[src/rtl/shared_buff_free_slot_alloc_pkg.sv]
// Shared-buffer common types and helpers: slot encoding, NULL pointer, one-hot and popcount checks.
package shared_buff_pkg;

  localparam int unsigned SB_D      = 4;
  localparam int unsigned MAX_SLOTS = 64;

  typedef logic [SB_D-1:0]      slot_t;
  typedef logic [MAX_SLOTS-1:0] wide_slot_t;

  localparam slot_t NULL_PTR = '0;

  // Helpers take a zero-extended slot so any buffer depth up to MAX_SLOTS can share them.
  function automatic logic is_onehot(input wide_slot_t v);
    return (v != '0) && ((v & (v - MAX_SLOTS'(1))) == '0);
  endfunction

  function automatic int unsigned popcount(input wide_slot_t v);
    int unsigned n;
    n = 0;
    for (int i = 0; i < int'(MAX_SLOTS); i++) begin
      n = n + {31'b0, v[i]};
    end
    return n;
  endfunction

endpackage

[src/rtl/shared_buff_free_slot_alloc_onehot_rr_pick.sv]
// Round-robin one-hot picker: first request strictly above 'last', wrapping; grant is 0 when no request.
module onehot_rr_pick #(
  parameter int unsigned N = 4
) (
  input  logic [N-1:0] req,
  input  logic [N-1:0] last,
  output logic [N-1:0] grant
);

  localparam int unsigned W2 = 2 * N;

  logic [N-1:0]  above;
  logic [W2-1:0] dbl;
  logic [W2-1:0] pick;

  // Lower half holds requests above 'last'; upper half is the wrapped copy searched next.
  always_comb begin
    above = ~((last << 1) - N'(1));
    dbl   = {req, req & above};
    pick  = dbl & (~dbl + W2'(1));
    grant = pick[N-1:0] | pick[W2-1:N];
  end

endmodule

[src/rtl/shared_buff_free_slot_alloc.sv]
// Free-slot manager for the shared buffer: offers a one-hot slot per push, reclaims the slot of each pop.
module shared_buff_free_slot_alloc
  import shared_buff_pkg::*;
#(
  parameter  int unsigned D  = SB_D,
  localparam int unsigned CW = $clog2(D + 1)
) (
  input  logic          clk,
  input  logic          arst_n,
  input  logic          alloc_i,
  output logic          alloc_ready_o,
  output logic [D-1:0]  alloc_slot_o,
  input  logic          free_i,
  input  logic [D-1:0]  free_slot_i,
  output logic [CW-1:0] free_cnt_o,
  output logic          err_underflow_o,
  output logic          err_bad_free_o
);

  logic [D-1:0]  free_map;
  logic [D-1:0]  rr_ptr;
  logic [D-1:0]  offer;
  logic [D-1:0]  alloc_clr;
  logic [D-1:0]  free_set;
  logic [CW-1:0] free_cnt;
  logic          err_underflow;
  logic          err_bad_free;
  logic          ready;
  logic          accept;
  logic          free_ok;

  onehot_rr_pick #(.N(D)) u_pick (
    .req   (free_map),
    .last  (rr_ptr),
    .grant (offer)
  );

  // A free is valid only for a one-hot slot currently marked allocated; the offered slot is still free here.
  always_comb begin
    ready     = |free_map;
    accept    = alloc_i & ready;
    free_ok   = free_i && is_onehot(MAX_SLOTS'(free_slot_i)) && ((free_slot_i & free_map) == '0);
    alloc_clr = accept  ? offer       : '0;
    free_set  = free_ok ? free_slot_i : '0;
  end

  always_ff @(posedge clk or negedge arst_n) begin
    if (!arst_n) begin
      free_map      <= '1;
      rr_ptr        <= D'(1) << (D - 1);
      free_cnt      <= CW'(D);
      err_underflow <= 1'b0;
      err_bad_free  <= 1'b0;
    end else begin
      free_map <= (free_map & ~alloc_clr) | free_set;
      if (accept) rr_ptr <= offer;
      if (accept && !free_ok)      free_cnt <= free_cnt - CW'(1);
      else if (free_ok && !accept) free_cnt <= free_cnt + CW'(1);
      if (alloc_i && !ready)  err_underflow <= 1'b1;
      if (free_i && !free_ok) err_bad_free  <= 1'b1;
    end
  end

  assign alloc_ready_o   = ready;
  assign alloc_slot_o    = offer;
  assign free_cnt_o      = free_cnt;
  assign err_underflow_o = err_underflow;
  assign err_bad_free_o  = err_bad_free;

  a_cnt_matches_map: assert property (@(posedge clk) disable iff (!arst_n)
    32'(free_cnt) == popcount(MAX_SLOTS'(free_map)));

endmodule
[config.mk]
export PLATFORM = sky130hd
export DESIGN_NAME = shared_buff_free_slot_alloc
export DESIGN_NICKNAME = d
export VERILOG_FILES = /design/src/rtl/shared_buff_free_slot_alloc_pkg.sv /design/src/rtl/shared_buff_free_slot_alloc_onehot_rr_pick.sv /design/src/rtl/shared_buff_free_slot_alloc.sv
export SDC_FILE = /design/constraint.sdc
export NUM_CORES = 1
export LEC_CHECK = 0
export CORE_ASPECT_RATIO = 1.1
export CORE_MARGIN = 3
export CORE_UTILIZATION = 45
export CTS_CLUSTER_SIZE = 16
export DETAILED_ROUTE_END_ITERATION = 8
export PLACE_DENSITY = 0.78
export SYNTH_ARGS = -nofsm -noshare
export SYNTH_HDL_FRONTEND = slang
export SYNTH_SLANG_ARGS = --single-unit
[constraint.sdc]
create_clock -name clk -period 6.6 [get_ports clk]
set_input_delay 1.32 -clock clk [delete_from_list [all_inputs] [get_ports clk]]
set_output_delay 1.32 -clock clk [all_outputs]
set_load 0.03 [all_outputs]
==> reports/qor.yml <==
num_rows: 15
whs_ns: 0.473
die_y_um: 49.4
rsz0062_at_grt: "false"
start_util_pct: 48.3
tns_ns: 0
yosysTopAreaCell: "dfrtp_1"
antenna_cells: 0
wl_mm: 1.62
ys_seq_elements: 12
die_w_um: 45.5
syn_to_final_growth_pct: 25.0
cp-end-kind: "primary output"
max_freq_mhz: 263
outcome: "complete, no violations"
grt_pass1_vias: 637
synthDominantCellAreaShare_pct: 22.7
track_usage_pct: 16.9
finalWeightedCongestion: 0.798
cts_inserted_buffers: 3
slew_viol_final: 0
rr_worst_depth: 10
hold_viol: 0
ys_types: 36
syn_inst: 83
skew_ns: 0.00159
clockRootBuffer: "clkbuf_4"
overflow: 0
cts_resized: 0
synth_area_um2: 771
p_per_area_nw_per_um2: 455
min_period_over_period_pct: 57.7
drtAntennaViolNets: 0
dr.first_iter.drc_count: 18
io_buffer_count: 17
critical_path_class: "flip-flop to primary output"
vias: 665
worst-path-max-fanout: 6
grt_max_degree: 13
rr_startpoint: "free_map[1]"
crit_start: "rr_ptr[0]"
drc: 0
drive_gt1_share_pct: 14.1
irDropWorstVdd_v: 0.000206
hp-class: "flip-flop to flip-flop"
setup_viol: 0
numClockSinks: 12
crit_arrival_ns: 2.49
worst_slew_pin_slew_ns: 0.559
cts_tree: "built"
dp.final_hpwl_mm: 1.26
cts_max_path_buffers: 2
postCtsSetupRepairBufs: 0
insertion_delay_ns: 0.26
grt_pass1_wl_mm: 2.82
syn_nets: 94
crit_required_ns: 5.28
cts-htree-levels: 1
p_leak_nw: 0.400
yosysWarnings: 0
postCtsHoldBufs: 0
crit_chain: "inv_1 > ha_1 > a22oi_1 > nand2_1 > a21oi_1 > clkdlybuf4s50_1"
r2r_slack_ns: 4.34
antenna_found_initial: 0
clk_pin_slew_worst_paths_ns: 0.08
slew_headroom_pct: 62.6
critPathCapture: "alloc_slot_o[0]"
design.die.area_um2: 2250
seq_area_frac_synth_pct: 39.8
fin_nets: 111
cpPeakStageDelay_ns: 0.74
regToRegEndpoint: "free_cnt_o[2]"
worstSetupStartpointType: "flip-flop"
synth_area_leaders: "dfrtp_1 (23%), dfstp_2 (17%), inv_1 (4.9%)"
drt_first_pass_iters: 4
period_minus_slack_ns: 3.81
ios: 18
core_area_um2: 1600
max-cap-violations: 0
wire_per_inst_um: 14.0
vias_per_cell: 5.73
syn_area_per_cell_um2: 9.29
slowest_stage: "clkdlybuf4s50_1"
-- how the worst min path moves through the flow --
| stage | startpoint | slack, ns | to | depth (start not counted) |
|---|---|---|---|---|
| 6_report | err_bad_free_o | 0.47 | err_bad_free_o | 1 |
| 3_3_place_gp | err_bad_free_o | 0.46 | err_bad_free_o | 1 |
| 4_1_cts | err_bad_free_o | 0.48 | err_bad_free_o | 1 |
| 2_1_floorplan | rr_ptr[2] | 0.50 | rr_ptr[2] | 1 |
| 5_1_grt | err_bad_free_o | 0.51 | err_bad_free_o | 1 |
| 3_5_place_dp | err_bad_free_o | 0.46 | err_bad_free_o | 1 |
-- state kept, by name (all words and copies together), names as in the netlist --
register and count:
free_cnt_o 3, err_underflow_o 1, rr_ptr 3, err_bad_free_o 1, free_map 4
-- worst max-delay path, delay by kind of cell, from the launching register on --
kind | cells | cell delay (ns)
buffers and inverters | 2 | 0.82
AO/OA/AOI/OAI | 2 | 0.55
flip-flops | 1 | 0.42
adder cells (fa/ha/maj) | 1 | 0.34
AND/OR/NAND/NOR | 1 | 0.09
-- where the power goes --
| part | internal, mW | switching (mW) |
|---|---|---|
| clock | 0.0334 | 0.0240 |
| combinational | 0.110 | 0.137 |
| sequential | 0.105 | 0.0292 |
| total | 0.248 | 0.190 |
-- cell type report --
type / count / area (um2)
inverters: 10 / 37.5
fillers: 143 / 632
well taps: 17 / 21.3
flip-flops and latches: 12 / 307
repair buffers: 17 / 170
multi-input cells: 56 / 392
clock buffers: 4 / 36.3
-- stage by stage --
| stage | area (um2) | worst slack, ns | utilization, % | instances | total power, mW |
|---|---|---|---|---|---|
| 2_1_floorplan | 771 | 3.62 | - | 83 | 0.313 |
| 3_3_place_gp | 927 | 3.16 | 58.1 | 112 | 0.372 |
| 3_5_place_dp | 927 | 3.09 | 58.1 | 112 | 0.381 |
| 4_1_cts | 963 | 2.80 | 60.4 | 116 | 0.440 |
| 5_1_grt | 963 | 2.66 | 60.4 | 116 | 0.474 |
| 6_report | 963 | 2.79 | 60.4 | 116 | 0.438 |
-- logic make-up after synthesis --
kind of cell	Yosys count	synth area share, %
mux	1	1.30
buf+inv	15	9.42
simple gates	24	17.0
fa+ha+maj	3	5.84
flops	12	39.8
xor+xnor	4	4.55
compound gates	24	22.1
-- cell usage in the layout (no fill, tap or decap), drive strengths merged, types with 3 or more instances in the layout --
cell / instances
clkdlybuf4s50: 17
nor3b: 4
nand2: 6
nor2: 5
a21oi: 3
clkbuf: 4
dfrtp: 7
a41oi: 3
o21ai: 7
inv: 10
dfstp: 5
-- per-layer routing --
layer  up-vias  GRT usage [%]  wire [um]  share of wire, %
met1       313           22.6        719                44
li1        322              -          -                 -
met4         0           5.85         21               1.3
met5         -              0          0                 0
met3         2           3.32        104               6.4
met2        28           26.3        778                48
-- synthesized netlist by cell type, drive strengths merged --
cell type	n
nor3b	4
a221oi	1
o211ai	1
or2	1
dfstp	5
and3	1
o2bb2ai	1
xnor2	2
nand2b	1
nor2b	1
or4	1
nand2	6
dfrtp	7
a21oi	3
clkbuf	2
o21ai	7
a22o	2
nand3	1
nor3	2
o22ai	1
a41oi	3
xor2	2
nor2	5
ha	2
mux2i	1
o21bai	1
a32o	1
fa	1
a31o	1
inv	10
a22oi	1
and2	1
a21boi	1
buf	3
(Power assumes the default switching activity.)
